$ cat config.mk
export PLATFORM = sky130hd
export DESIGN_NAME = osd_dii_demux
export DESIGN_NICKNAME = d
export VERILOG_FILES = /design/src/rtl/osd_dii_demux.sv
export SDC_FILE = /design/constraint.sdc
export NUM_CORES = 1
export LEC_CHECK = 0
export CORE_UTILIZATION = 45
export DETAILED_ROUTE_END_ITERATION = 12
export PLACE_DENSITY_LB_ADDON = 0.12
export SYNTH_ARGS = -nofsm -noshare
export SYNTH_HDL_FRONTEND = slang
export SYNTH_SLANG_ARGS = --single-unit
$ cat constraint.sdc
create_clock -name clk -period 2.63 [get_ports clk]
set_input_delay 0.6575 -clock clk [delete_from_list [all_inputs] [get_ports clk]]
set_output_delay 0.6575 -clock clk [all_outputs]
set_load 0.01 [all_outputs]
$ cat src/rtl/osd_dii_demux.sv
// DII packet demultiplexer: steers each whole packet to one of PORTS outputs by the
// destination ID in its header flit; out-of-window packets are dropped or sent to port 0.
package osd_dii_pkg;
    typedef struct packed {
        logic [15:0] data;
        logic        last;
        logic        valid;
    } dii_flit;
endpackage

module osd_dii_demux
    import osd_dii_pkg::*;
#(
    parameter int unsigned PORTS        = 2,
    parameter logic [15:0] BASE_ID      = 16'h0000,
    parameter bit          DROP_UNKNOWN = 1'b1
) (
    input  logic             clk,
    input  logic             rst,
    input  dii_flit          dii_in,
    output logic             dii_in_ready,
    output dii_flit          dii_out [PORTS],
    input  logic [PORTS-1:0] dii_out_ready,
    output logic [15:0]      drop_count,
    output logic [1:0]       dbg_state
);

    localparam int unsigned SEL_W = $clog2(PORTS);

    if (PORTS < 2 || PORTS > 16) begin : g_bad_ports
        $error("osd_dii_demux: PORTS must be within 2..16");
    end
    if (32'(BASE_ID) + PORTS - 1 > 32'h0000_FFFF) begin : g_bad_window
        $error("osd_dii_demux: BASE_ID + PORTS - 1 exceeds 16'hFFFF");
    end

    // Handshake: a flit moves on any interface in a cycle where valid & ready are
    // both high; a valid flit keeps its data stable until it is taken.

    typedef enum logic [1:0] {
        ST_IDLE = 2'd0,
        ST_HDR  = 2'd1,
        ST_FWD  = 2'd2,
        ST_DROP = 2'd3
    } state_t;

    state_t           state_q, state_d;
    dii_flit          hdr_q, hdr_d;
    logic [SEL_W-1:0] sel_q, sel_d;
    logic [15:0]      drop_q, drop_d;

    logic [15:0]      offset;
    logic             in_window;
    logic             route_hdr;
    logic [SEL_W-1:0] hdr_sel;
    logic             ready_raw;
    logic             accept;

    // Unsigned compare first so a dest below BASE_ID never wraps into the window.
    always_comb begin
        offset    = dii_in.data - BASE_ID;
        in_window = (dii_in.data >= BASE_ID) && (offset < 16'(PORTS));
        route_hdr = in_window || !DROP_UNKNOWN;
        hdr_sel   = in_window ? offset[SEL_W-1:0] : '0;
    end

    always_comb begin
        ready_raw = 1'b0;
        case (state_q)
            ST_IDLE: ready_raw = 1'b1;
            ST_HDR:  ready_raw = 1'b0;
            ST_FWD:  ready_raw = dii_out_ready[sel_q];
            ST_DROP: ready_raw = 1'b1;
            default: ready_raw = 1'b0;
        endcase
        dii_in_ready = rst & ready_raw;
        accept       = dii_in.valid & dii_in_ready;
    end

    always_comb begin
        state_d = state_q;
        hdr_d   = hdr_q;
        sel_d   = sel_q;
        drop_d  = drop_q;
        case (state_q)
            ST_IDLE: begin
                if (accept) begin
                    hdr_d = dii_in;
                    sel_d = hdr_sel;
                    if (route_hdr) begin
                        state_d = ST_HDR;
                    end else begin
                        if (drop_q != 16'hFFFF) begin
                            drop_d = drop_q + 16'd1;
                        end
                        state_d = dii_in.last ? ST_IDLE : ST_DROP;
                    end
                end
            end
            ST_HDR: begin
                if (dii_out_ready[sel_q]) begin
                    state_d = hdr_q.last ? ST_IDLE : ST_FWD;
                end
            end
            ST_FWD, ST_DROP: begin
                if (accept && dii_in.last) begin
                    state_d = ST_IDLE;
                end
            end
            default: state_d = ST_IDLE;
        endcase
    end

    // Body flits bypass all registers; only the header is replayed from hdr_q.
    always_comb begin
        for (int p = 0; p < PORTS; p++) begin
            dii_out[p] = '0;
            if (sel_q == SEL_W'(p)) begin
                if (state_q == ST_HDR) begin
                    dii_out[p]       = hdr_q;
                    dii_out[p].valid = 1'b1;
                end else if (state_q == ST_FWD) begin
                    dii_out[p] = dii_in;
                end
            end
        end
    end

    always_ff @(posedge clk or negedge rst) begin
        if (!rst) begin
            state_q <= ST_IDLE;
            hdr_q   <= '0;
            sel_q   <= '0;
            drop_q  <= '0;
        end else begin
            state_q <= state_d;
            hdr_q   <= hdr_d;
            sel_q   <= sel_d;
            drop_q  <= drop_d;
        end
    end

    assign drop_count = drop_q;
    assign dbg_state  = state_q;

endmodule

# Yosys cells after proc, flatten, opt, wreduce, memory -nomap -nowiden
# Index checks and enable logic that the tools add are counted.
dict set report word_totals {
  ff_bits 36
  input_bits 22
  out_inout_bits 55
  elab_cells 42
}
dict set report classes {
  addsub 1
  magnitude_cmp 3
  eq_ne 7
  mux 15
  n_bitwise 3
  n_reduce_logical 8
}
# op count
set ops {}
lappend ops {{$mux 18} 4}
lappend ops {{$add 16x1->16 const B} 1}
lappend ops {{$ge 16x1->1 const B} 1}
lappend ops {{$lt 16x2->1 const B} 1}
lappend ops {{$ne 16x16->1 const B} 1}
lappend ops {{$mux 2} 6}
lappend ops {{$ne 2x2->1 const B} 3}
lappend ops {{$pmux 2 s3} 1}
lappend ops {{$eq 2x2->1 const B} 2}
lappend ops {{$reduce_and 4->1} 1}
lappend ops {{$reduce_or 2->1} 2}
lappend ops {{$mux 1} 3}
lappend ops {{$pmux 1 s3} 1}
lappend ops {{$reduce_and 3->1} 1}
lappend ops {{$and 1x1->1} 2}
lappend ops {{$eq 2x1->1 const B} 1}
lappend ops {{$logic_and 1x1->1} 2}
lappend ops {{$logic_not 2->1} 1}
lappend ops {{$lt 1x2->1 const B} 1}
lappend ops {{$reduce_and 2->1} 1}
lappend ops {{$not 1->1} 1}

# Logic depth before layout (Yosys ltp)
# Gate-level depths: netlist (run 1).
dict set report logic_depth {
  word_depth 8
  ltp_mapped 8
  depth_no_buf 7
}

# Worst setup path before layout (run 1)
# OpenSTA, ideal clock, no wires.
dict set report synth_path {
  kind {reg2out}
  from {register state_q[0] (netlist: dbg_state[0])}
  to {output dii_out[10] (netlist name)}
  arrival_ps 1673
  setup_slack_ps 300
  stages_incl_launch_ff 9
  n_path_buf 2
  path_cell_list {dfrtp_1 > inv_1 > ha_1 > clkbuf_1 > clkbuf_1 > nand2_1 > nor2_1 > a21oi_1 > nor2b_1}
}
# element line_no
set synth_lines {}
lappend synth_lines {{start, declared} 47} ;# state_t state_q, state_d;
lappend synth_lines {{start signal, assigned} 136} ;# state_q <= state_d;
lappend synth_lines {{end, declared} 22} ;# output dii_flit dii_out [PORTS],

==> metrics.txt, run 1 <==
Synth Flop Type dfrtp_1; Sw Pwr 1000 µW; first-pass GRT wire length 9.06 mm; post-DP HPWL 3.98 mm; critical path arrival 1910 ps; max_cap viols 0; IO buf count 76; max frequency 390 MHz; CP Cell Sequence buf_4, ha_1, buf_12, a21oi_1, nor2_1, clkdlybuf4s50_1; 1st-iter DRT viols 51; Synth Register Bits 36; cell taking the most area after synthesis dfrtp_1; Synth cell types 37; FP Rows 25; die height 72.0 µm; share of the cycle needed by the critical path after routing 97.6%; Num Clock Sinks 36; number of I/O pins 77; CTS tree done; clk buf depth 2; Tot GR Track Use 22.4%; placed cells 395; largest net degree at the start of global routing 38; Net Sw Frac 37.7%; post-synthesis async set-or-reset flop share 100%; ratio of cells with drive above 1 in the final layout 22.0%; endpoint type of the worst setup path primary output; cells after synthesis 240; LEAKAGE 1.56 nW; Hold Path Class in2async; RSZ-0062 raised after global routing false; Synth Area per Inst 9.18 µm²; synthesized net count 267; Pint 1.65 mW; Total Power Consumption 2.65 mW; area grow syn2layout 49.5%; core area 4720 µm²; GR Overflow Total 0; final setup skew 4.36 ps; dpl cell area 3200 µm²; Comb power frac 51.1%; routed vias 2054; Post-Route WL 5.41 mm; CP required 1970 ps; power density over cell area 805 nW/µm²; count leader, synth nor2_1; design area 3290 µm²; number of synthesized flops with an enable pin 0; largest stage delay on the critical path 480 ps; CTS Buf Count 5; GP Congestion 0.819; Max-slew headroom 69.0%; final setup fails 0; Seq pwr share 33.5%; DR pass1 iterations 4; # DRC 0; Antenna Nets Post-Route 0; Mapped Area 2200 µm²; CTS clk-pin slew, worst paths 70 ps; post-synth top area share 40.9%; Crit-path slowest cell clkdlybuf4s50_1; Final Max Tran Viols 0; Routed WL per cell 13.4 µm; Max rail drop VDD 0.423 mV; Crit path buffers/inverters 3; setup ws final 64.4 ps; die width 72.0 µm; status finished, final reports clean; final setup TNS 0 ps; ANT cells 0; Root Buffer clkbuf_8; sequential fraction of the synthesis area 40.9%; Worst-Skew Late Latency 290 ps; part of the power in the clock network 15.4%; endpoints failing hold 0; CP delay by family, top buffers and inverters; fill cell count 404; Slew @ Worst Pin 463 ps; Nets 363; initial antenna violation count 0; most frequent cells after synthesis nor2_1, dfrtp_1, nand2_1; Crit Path Max Fanout 21; synth top area cells dfrtp_1, mux2_2, nor2_1; min Tclk post-route 2570 ps; DIE AREA 5180 µm²; vias in the first global route 2100; pre-CTS WS -183 ps; YS warnings 0; Initial Util 46.6%; startpoint types flop; H-tree Lvls 2; kind of critical path reg2out; final cell count without fillers 404; vias per cell 5.08
[logic make-up after synthesis]
group | synth area share (%)
xor+xnor | 5.17
buf+inv | 2.95
fa+ha+maj | 2.84
mux | 11.7
flops | 40.9
compound gates | 6.76
simple gates | 29.7
[what timing repair did]
item,in CTS,in global routing
pin swaps,0,0
resized for setup,44,3
hold buffers,0,0
buffers inserted,1,0
endpoints found under the setup margin,37,4
[cell usage in the layout (no fill, tap or decap), drive strengths merged, types with 2 or more instances in the layout]
cell           synthesis  routed
nand2                 29      29
a21oi                 19      19
xnor2                  3       3
nand4                  4       4
nor3                   4       4
dlygate4sd2            0      36
inv                    4       4
nand2b                 2       2
nand3                  7       7
buf                    2      26
nor4b                  2       2
mux2                  22      22
and4                   4       4
clkdlybuf4s50          0      39
clkinv                 0       2
xor2                  10      10
nor4                   8       8
dfrtp                 36      36
ha                     5       5
clkbuf                10       6
nor2                  39      39
nor2b                 18      18
[power groups by stage]
stage	registers, mW	clock network (mW)	logic [mW]
floorplan	0.882	0	0.727
global placement	0.872	0	1.37
detailed placement	0.882	0	1.40
CTS	0.886	0.419	1.35
global route	0.912	0.446	1.49
finish	0.888	0.408	1.35
[cell type report]
| class | instances | area, µm² | area share [%] |
|---|---|---|---|
| inverters | 4 | 15.0 | 0.456 |
| multi-input cells | 188 | 1270 | 38.7 |
| well taps | 67 | 83.8 | 2.55 |
| flip-flops and latches | 36 | 901 | 27.4 |
| clock inverters | 2 | 10.0 | 0.304 |
| clock buffers | 6 | 82.6 | 2.51 |
| repair buffers | 101 | 927 | 28.2 |
[worst paths after layout]
| path | start | to | slack, ps | cells after the start |
|---|---|---|---|---|
| worst max-delay path | dbg_state[1]$_DFFE_PN0P_ | dii_out[18] | 60 | 6 |
| worst min-delay path | rst | dbg_state[1]$_DFFE_PN0P_ | 180 | 1 |
| worst max register to register | dbg_state[0]$_DFFE_PN0P_ | drop_count[14]$_DFFE_PN0P_ | 200 | 8 |
| worst min register to register | drop_count[10]$_DFFE_PN0P_ | drop_count[10]$_DFFE_PN0P_ | 500 | 1 |
| max in group asynchronous | rst | hdr_q[17]$_DFFE_PN0P_ | 1800 | 2 |
| min in group clk | drop_count[10]$_DFFE_PN0P_ | drop_count[10]$_DFFE_PN0P_ | 500 | 1 |
[metrics by stage]
step	hold WS (ps)	utilization (%)
4_1_cts	176	69.5
3_5_place_dp	489	67.7
3_3_place_gp	486	67.7
5_1_grt	173	69.7
6_report	179	69.7
2_1_floorplan	362	-
[worst register-to-register path: stages, from the launching register on]
cell      delay (ps)
dfrtp_1          400
inv_1             90
ha_1             200
buf_12           170
nand4b_1         130
o32a_1           220
or3_1            500
nor3_1           250
mux2_1           360
[flip-flops by register name, summed over array words and instances, names as in the netlist]
signal      count
hdr_q          17
drop_count     16
dbg_state       2
sel_q           1
[layer usage]
layer / part of all wire (%) / track usage, %
met1: 45 / 27.0
met2: 50 / 39.7
met5: 0 / 0
met3: 4.3 / 6.25
met4: 0.96 / 5.66
(Power assumes the default switching activity.)
==> run 2: changes to the inputs <==
Settings changed: CTS_CLUSTER_SIZE set to 24.
==> results of run 2 <==
The final DEF is identical to that of run 1; final timing and power are the same.
